--- src/rtl/mem_arbiter_pkg.sv ---
// Shared encodings for the two-port memory arbiter.
// Holds request flag codes, FSM states and a small decode helper.
package mem_arbiter_pkg;

  localparam logic [1:0] RW_IDLE  = 2'b00;
  localparam logic [1:0] RW_READ  = 2'b01;
  localparam logic [1:0] RW_WRITE = 2'b10;

  typedef enum logic [1:0] {
    S_IDLE  = 2'd0,
    S_ISSUE = 2'd1,
    S_RESP  = 2'd2
  } state_e;

  // 11 is illegal and behaves like idle, so only 01/10 start work
  function automatic logic rw_valid(input logic [1:0] f);
    return (f == RW_READ) || (f == RW_WRITE);
  endfunction

endpackage

--- src/rtl/mem_arbiter_slot.sv ---
// Per-port request latch plus the port's done/read_data registers.
// One instance per cache refill port; the shared engine drives complete.
module mem_arbiter_slot
  import mem_arbiter_pkg::*;
#(
  parameter int AW = 32,
  parameter int DW = 32,
  parameter int MW = 4
) (
  input  logic          clk,
  input  logic          rst,
  input  logic [1:0]    rw_flag,
  input  logic [AW-1:0] addr,
  input  logic [DW-1:0] wdata,
  input  logic [MW-1:0] wmask,
  input  logic          complete,
  input  logic [DW-1:0] rdata,
  output logic          busy,
  output logic          done,
  output logic          req_we,
  output logic [AW-1:0] req_addr,
  output logic [DW-1:0] req_wdata,
  output logic [MW-1:0] req_wmask,
  output logic [DW-1:0] read_data
);

  logic          valid_q, valid_d;
  logic          we_q, we_d;
  logic [AW-1:0] addr_q, addr_d;
  logic [DW-1:0] wdata_q, wdata_d;
  logic [MW-1:0] wmask_q, wmask_d;
  logic [DW-1:0] rdata_q, rdata_d;
  logic          done_q, done_d;
  logic          accept;

  // accept only while free; complete only while valid, so never both
  always_comb begin
    valid_d = valid_q;
    we_d    = we_q;
    addr_d  = addr_q;
    wdata_d = wdata_q;
    wmask_d = wmask_q;
    rdata_d = rdata_q;
    done_d  = 1'b0;
    accept  = !valid_q && rw_valid(rw_flag);
    if (accept) begin
      valid_d = 1'b1;
      we_d    = (rw_flag == RW_WRITE);
      addr_d  = addr;
      wdata_d = wdata;
      wmask_d = wmask;
    end
    if (complete) begin
      valid_d = 1'b0;
      done_d  = 1'b1;
      if (!we_q) begin
        rdata_d = rdata;
      end
    end
  end

  // slot registers; reset drops any request in flight
  always_ff @(posedge clk or posedge rst) begin
    if (rst) begin
      valid_q <= 1'b0;
      we_q    <= 1'b0;
      addr_q  <= '0;
      wdata_q <= '0;
      wmask_q <= '0;
      rdata_q <= '0;
      done_q  <= 1'b0;
    end else begin
      valid_q <= valid_d;
      we_q    <= we_d;
      addr_q  <= addr_d;
      wdata_q <= wdata_d;
      wmask_q <= wmask_d;
      rdata_q <= rdata_d;
      done_q  <= done_d;
    end
  end

  assign busy      = valid_q;
  assign done      = done_q;
  assign req_we    = we_q;
  assign req_addr  = addr_q;
  assign req_wdata = wdata_q;
  assign req_wmask = wmask_q;
  assign read_data = rdata_q;

endmodule

--- src/rtl/mem_arbiter.sv ---
// Two-port round-robin arbiter onto one req/ack memory bus.
// Port 0 is the data side, port 1 the instruction side.
module mem_arbiter
  import mem_arbiter_pkg::*;
#(
  parameter int ADDR_WIDTH = 32,
  parameter int DATA_WIDTH = 32,
  parameter int MASK_WIDTH = 4
) (
  input  logic                    CLK,
  input  logic                    RST,
  input  logic [3:0]              rw_flag,
  input  logic [2*ADDR_WIDTH-1:0] addr,
  input  logic [2*DATA_WIDTH-1:0] write_data,
  input  logic [2*MASK_WIDTH-1:0] write_mask,
  output logic [2*DATA_WIDTH-1:0] read_data,
  output logic [1:0]              busy,
  output logic [1:0]              done,
  output logic                    mem_req,
  output logic                    mem_we,
  output logic [ADDR_WIDTH-1:0]   mem_addr,
  output logic [DATA_WIDTH-1:0]   mem_wdata,
  output logic [MASK_WIDTH-1:0]   mem_wmask,
  input  logic [DATA_WIDTH-1:0]   mem_rdata,
  input  logic                    mem_ack
);

  state_e state_q, state_d;
  logic   grant_q, grant_d;
  logic   rr_q, rr_d;
  logic   ack_hit;
  logic [1:0] complete;

  logic                  slot_we    [2];
  logic [ADDR_WIDTH-1:0] slot_addr  [2];
  logic [DATA_WIDTH-1:0] slot_wdata [2];
  logic [MASK_WIDTH-1:0] slot_wmask [2];

  for (genvar p = 0; p < 2; p++) begin : g_slot
    mem_arbiter_slot #(
      .AW (ADDR_WIDTH),
      .DW (DATA_WIDTH),
      .MW (MASK_WIDTH)
    ) u_slot (
      .clk       (CLK),
      .rst       (RST),
      .rw_flag   (rw_flag[2*p +: 2]),
      .addr      (addr[p*ADDR_WIDTH +: ADDR_WIDTH]),
      .wdata     (write_data[p*DATA_WIDTH +: DATA_WIDTH]),
      .wmask     (write_mask[p*MASK_WIDTH +: MASK_WIDTH]),
      .complete  (complete[p]),
      .rdata     (mem_rdata),
      .busy      (busy[p]),
      .done      (done[p]),
      .req_we    (slot_we[p]),
      .req_addr  (slot_addr[p]),
      .req_wdata (slot_wdata[p]),
      .req_wmask (slot_wmask[p]),
      .read_data (read_data[p*DATA_WIDTH +: DATA_WIDTH])
    );
  end

  // ack only counts while a request is actually on the bus
  assign ack_hit  = (state_q == S_ISSUE) && mem_ack;
  assign complete = {ack_hit & grant_q, ack_hit & ~grant_q};

  // engine state, granted port and round-robin pointer
  always_ff @(posedge CLK or posedge RST) begin
    if (RST) begin
      state_q <= S_IDLE;
      grant_q <= 1'b0;
      rr_q    <= 1'b0;
    end else begin
      state_q <= state_d;
      grant_q <= grant_d;
      rr_q    <= rr_d;
    end
  end

  // grant in IDLE, wait for ack in ISSUE, one response cycle
  always_comb begin
    state_d = state_q;
    grant_d = grant_q;
    rr_d    = rr_q;
    unique case (state_q)
      S_IDLE: begin
        if (|busy) begin
          state_d = S_ISSUE;
          grant_d = (&busy) ? rr_q : busy[1];
        end
      end
      S_ISSUE: begin
        if (mem_ack) begin
          state_d = S_RESP;
          rr_d    = ~grant_q;
        end
      end
      S_RESP: begin
        state_d = S_IDLE;
      end
      default: begin
        state_d = S_IDLE;
      end
    endcase
  end

  // bus fields come straight from the granted slot, stable while held
  always_comb begin
    mem_req   = 1'b0;
    mem_we    = 1'b0;
    mem_addr  = '0;
    mem_wdata = '0;
    mem_wmask = '0;
    if (state_q == S_ISSUE) begin
      mem_req   = 1'b1;
      mem_we    = slot_we[grant_q];
      mem_addr  = slot_addr[grant_q];
      mem_wdata = slot_wdata[grant_q];
      mem_wmask = slot_wmask[grant_q];
    end
  end

endmodule

--- config.mk ---
export PLATFORM = sky130hd
export DESIGN_NAME = mem_arbiter
export DESIGN_NICKNAME = d
export VERILOG_FILES = /design/src/rtl/mem_arbiter_pkg.sv /design/src/rtl/mem_arbiter_slot.sv /design/src/rtl/mem_arbiter.sv
export SDC_FILE = /design/constraint.sdc
export NUM_CORES = 1
export LEC_CHECK = 0
export CAP_MARGIN = 15
export CORE_UTILIZATION = 29
export DETAILED_ROUTE_END_ITERATION = 10
export HOLD_SLACK_MARGIN = 0.02
export PLACE_DENSITY_LB_ADDON = 0.1
export SLEW_MARGIN = 20
export SYNTH_ARGS = -nofsm -noshare
export SYNTH_HDL_FRONTEND = slang
export SYNTH_SLANG_ARGS = --single-unit
--- constraint.sdc ---
create_clock -name CLK -period 7.1 [get_ports CLK]
set_input_delay 0.71 -clock CLK [delete_from_list [all_inputs] [get_ports CLK]]
set_output_delay 0.71 -clock CLK [all_outputs]
set_load 0.1 [all_outputs]
Yosys cells after proc, flatten, opt, wreduce, memory -nomap -nowiden

Index checks and enable logic that the tools add are counted.

Bitwise operators: 6
Add/subtract/negate cells: 0
Multiplexer cells: 27
$mul: 0
Shift-type cells: 0
Div/mod/pow operators: 0
Reductions and logical operators: 17
Order comparisons: 1
Equality and inequality tests: 7

Operator list:

| kind                                                             | count |
|---|---|
| 32-bit two-way mux                                               | 8 |
| 4-bit two-way mux                                                | 4 |
| 1-bit two-way mux                                                | 12 |
| 2-bit AND reduction                                              | 6 |
| 2-bit by 1-bit == test with 1-bit output (second input constant) | 3 |
| 2-bit == test (second input constant)                            | 2 |
| 2-bit two-way mux                                                | 2 |
| 2-bit != test (second input constant)                            | 2 |
| 2-bit case mux with 2 select lines                               | 1 |
| 2-bit nonzero test                                               | 2 |
| 1-bit logical AND                                                | 3 |
| 1-bit NOT                                                        | 3 |
| 1-bit AND                                                        | 2 |
| 2-bit greater-or-equal comparator (second input constant)        | 1 |
| 1-bit zero test                                                  | 2 |
| 2-bit zero test                                                  | 1 |
| 1-bit logical OR                                                 | 2 |
| 1-bit NOT with 2-bit output                                      | 1 |
| 2-bit OR reduction                                               | 1 |

Memories: 0
Bits in latches: 0
Bits in read-only memories: 0
Bits in writable memories: 0
Flip-flop bits (word level): 210
Output and inout bits: 138
Word-level logic and storage cells: 75

Longest topological paths before layout

Depth after elaboration: 5
Mapped depth: 6
Mapped depth without buffers: 4

Modules after synthesis

From an unflattened synthesis, not the netlist that was laid out.

Cell total of the unflattened synthesis: 615
Area total of the unflattened synthesis: 9,170.0 sq um

Modules (own cells, without submodules):

| module           | area an instance (sq um) | cells an instance | times used |
|---|---|---|---|
| mem_arbiter_slot | 3,908.7                  | 222               | 2 |
| mem_arbiter      | 1,352.5                  | 171               | 1 |

Worst setup path before layout

No wires, ideal clock.

Path type: register to output
Start point: reg state_q[1]
End point: out mem_addr[18]
Path slack: 4,074 ps
Path buffers: 3
Data arrival time: 2,316 ps
Cell stages (with the launch flop): 6
Path through: dfrtp_1 nand2b_1 clkbuf_1 clkbuf_1 buf_2 nor2_1

Word-level cells in the longest chain between the ends: 2

Ends and longest elaborated chain:

| what                                     | RTL line           | RTL |
|---|---|---|
| from (decl)                              | mem_arbiter.sv:28  | `state_e state_q, state_d;` |
| from (signal assigned)                   | mem_arbiter.sv:74  | `state_q <= state_d;` |
| 2-bit by 1-bit == test with 1-bit output | mem_arbiter.sv:114 | `if (state_q == S_ISSUE) begin` |
| 32-bit two-way mux                       | mem_arbiter.sv:114 |  |
| to (decl)                                | mem_arbiter.sv:21  | `output logic [ADDR_WIDTH-1:0] mem_addr,` |

Every way passes these cells.

Worst setup path after layout

Start point: reg grant_q
End point: out mem_addr[21]

Word-level cells in the longest chain between the ends: 5

Ends and longest elaborated chain:

| what                                                  | RTL line           | RTL |
|---|---|---|
| from (decl)                                           | mem_arbiter.sv:29  | `logic grant_q, grant_d;` |
| from (signal assigned)                                | mem_arbiter.sv:75  | `grant_q <= grant_d;` |
| 1-bit NOT with 2-bit output (implied by the code)     | mem_arbiter.sv:117 | `mem_addr = slot_addr[grant_q];` |
| 32-bit two-way mux (implied by the code) (3 in a row) | mem_arbiter.sv:117 |  |
| 32-bit two-way mux                                    | mem_arbiter.sv:114 |  |

Every way passes these cells. The select of a mux whose other input is x is not followed.

==> out/metrics.yaml <==
yosys_warnings: 0
gp_congestion: 0.743
fillers: 2761
post_cts_buffers: 0
ant_nets: 0
drc: 0
cts_sinks: 210
synth_area_leaders: "dfrtp_1, mux2_2, mux2i_1, nor2_1, buf_2"
synth-edff-count: 0
cts_tree: "yes"
worst_slew_pin_slew_ns: 1.04
rr_worst_depth: 3
dr_total_vias: 5947
min_path_cells: 1
cpMaxStageDelayCell: "clkdlybuf4s50_1"
yosysTopAreaCell: "dfrtp_1"
drt-pass1-iter-count: 4
rsz0062_at_grt: "no"
path_cells: "buf_4, mux2i_1, nor2_1, clkdlybuf4s50_1"
grt-ovfl-total: 0
routed_via_density: 4.46
cts_root_buffer: "clkbuf_16"
synth.distinct_cells: 22
async_reset_ff_share_pct: 100
clockBufferDepth: 3
finalClockSkew_ns: 0.00823
die_height_um: 177
final_max_slew_viol_count: 0
finalNetCount: 1100
io_buffer_count: 312
clk_transition_reported_paths_ns: 0.06
min_period_ns: 4.29
finalCritPeriodShare_pct: 60.4
multi_input_area_um2: 3390
pin_count: 313
area_delta_synth_final_pct: 48.8
clock_latency_ns: 0.52
r2r-start: "g_slot[0].u_slot.busy"
start_util_pct: 29.8
worstHoldStart: "state_q[1]"
slowest_delay_ns: 1.15
hold_viol: 0
netlist_area_um2: 8890
post-dp-hpwl_mm: 16.3
cts_made_buffers: 25
grt_util_all_layers_pct: 15.5
drt-initial-drc-count: 214
crit_start: "grant_q"
postSynthAreaPerCell_um2: 14.4
critPathKind: "register to output port"
hp-class: "register to register"
dieArea_um2: 31400
cts_max_level: 1
ys_seq_area_share_pct: 59.1
ys_top_cells_by_count: "dfrtp_1, mux2_2, nor2_1, mux2i_1, buf_2"
tns_ns: 0
drive_gt1_share_pct: 27.7
grt_pass1_wl_mm: 37.6
post_drt_wl_per_cell_um: 18.1
yosysMostFrequentCell: "dfrtp_1"
ys.flop_type: "dfrtp_1"
crit_arrival_ns: 3.58
synthCells: 616
cts_hold_buffers: 0
antenna_found_initial: 1
grt_max_degree: 83
whs_ns: 0.478
slew_headroom_pct: 30.5
num_rows: 63
max_cap_viol_count: 0
syn-num-nets: 793
end_kind: "output port"
crit_fanout: 44
die_x_um: 177
cp.required_ns: 6.39
start_kind: "register"
setup_viol: 0
status: "finished, final reports clean"
grt_pass1_vias: 6402
fmax_ghz: 0.233
drt_wl_total_mm: 24.2
ctsResizeCount: 0
ys_ff_latch: 210
core_um2: 29900
ff_latch_area_um2: 5260
synth.top_cell.area_share_pct: 59.1
## area by class of cell
class | instances | area share, %
clock inverter | 17 | 1.49
inverter | 7 | 0.255
antenna | 1 | 0.0189
multi-input combinational | 359 | 25.7
tap | 390 | 3.69
clock buffer | 29 | 5.07
sequential | 210 | 39.8
timing repair buffer | 320 | 24.1
## placed cells by master (no fill, tap or decap), types with 3 or more instances in the layout
cell type        netlist  final
a21oi_1                3      3
buf_4                  9      8
bufinv_16              0      4
clkbuf_16              0     25
clkbuf_8               0      3
clkdlybuf4s50_1        0    312
clkinv_2               0      9
dfrtp_1              210    209
inv_1                  7      6
mux2_2               200    200
mux2i_1               69     69
nor2_1                73     71
## through the flow
step / instance area (um^2) / cells / setup WS (ns) / utilization [%]
CTS: 13200 / 1332 / 2.77 / 44.3
detailed placement: 12400 / 1286 / 3.37 / 41.4
global placement: 12400 / 1286 / 3.39 / 41.4
floorplan: 8890 / 616 / 0.652 / -
global route: 13200 / 1332 / 2.62 / 44.3
finish: 13200 / 1333 / 2.81 / 44.3
## worst max-delay path: cells and delay by family, from the launching register on
kind	cells	cell delay, ns
DFF	1	1.00
buffers and inverters	2	1.74
muxes	1	0.16
and+or+nand+nor	1	0.13
## final timing paths
kind	to	slack, ns
worst max-delay path	mem_addr[21]	2.81
worst min-delay path	state_q[0]	0.48
worst max register to register	g_slot[0].u_slot.req_wdata[31]	4.64
worst min register to register	state_q[0]	0.48
max in group asynchronous	grant_q	4.98
min in group asynchronous	g_slot[0].u_slot.read_data[23]	0.68
## cells by family (layout without fill, tap and decap cells)
kind of cell               Yosys count  after routing  synth area share, %
buffers and inverters               47            373                 2.91
muxes                              271            271                 33.4
DFF                                210            210                 59.1
AOI/OAI and AO/OA                    6              6                0.408
other                                0              1                    0
and+or+nand+nor                     80             80                 3.94
adders and majority gates            2              2                0.281
## registers in the layout (all words and copies together) (netlist names)
register                 flops
g_slot.u_slot.busy           2
g_slot.u_slot.done           2
g_slot.u_slot.read_data     64
g_slot.u_slot.req_addr      64
g_slot.u_slot.req_wdata     64
g_slot.u_slot.req_we         2
g_slot.u_slot.req_wmask      8
grant_q                      1
rr_q                         1
state_q                      2
## per-layer routing
layer / part of all wire, % / vias to the layer above / global-route usage, %
met5: 0 / - / 0
met4: 1.8 / 0 / 3.13
met3: 9.2 / 24 / 5.39
met2: 45 / 219 / 24.6
met1: 44 / 2926 / 20.3
li1: - / 2778 / -
Power is not shown: default switching activity piles up to over one toggle a cycle in this logic, so the estimate is an artifact.
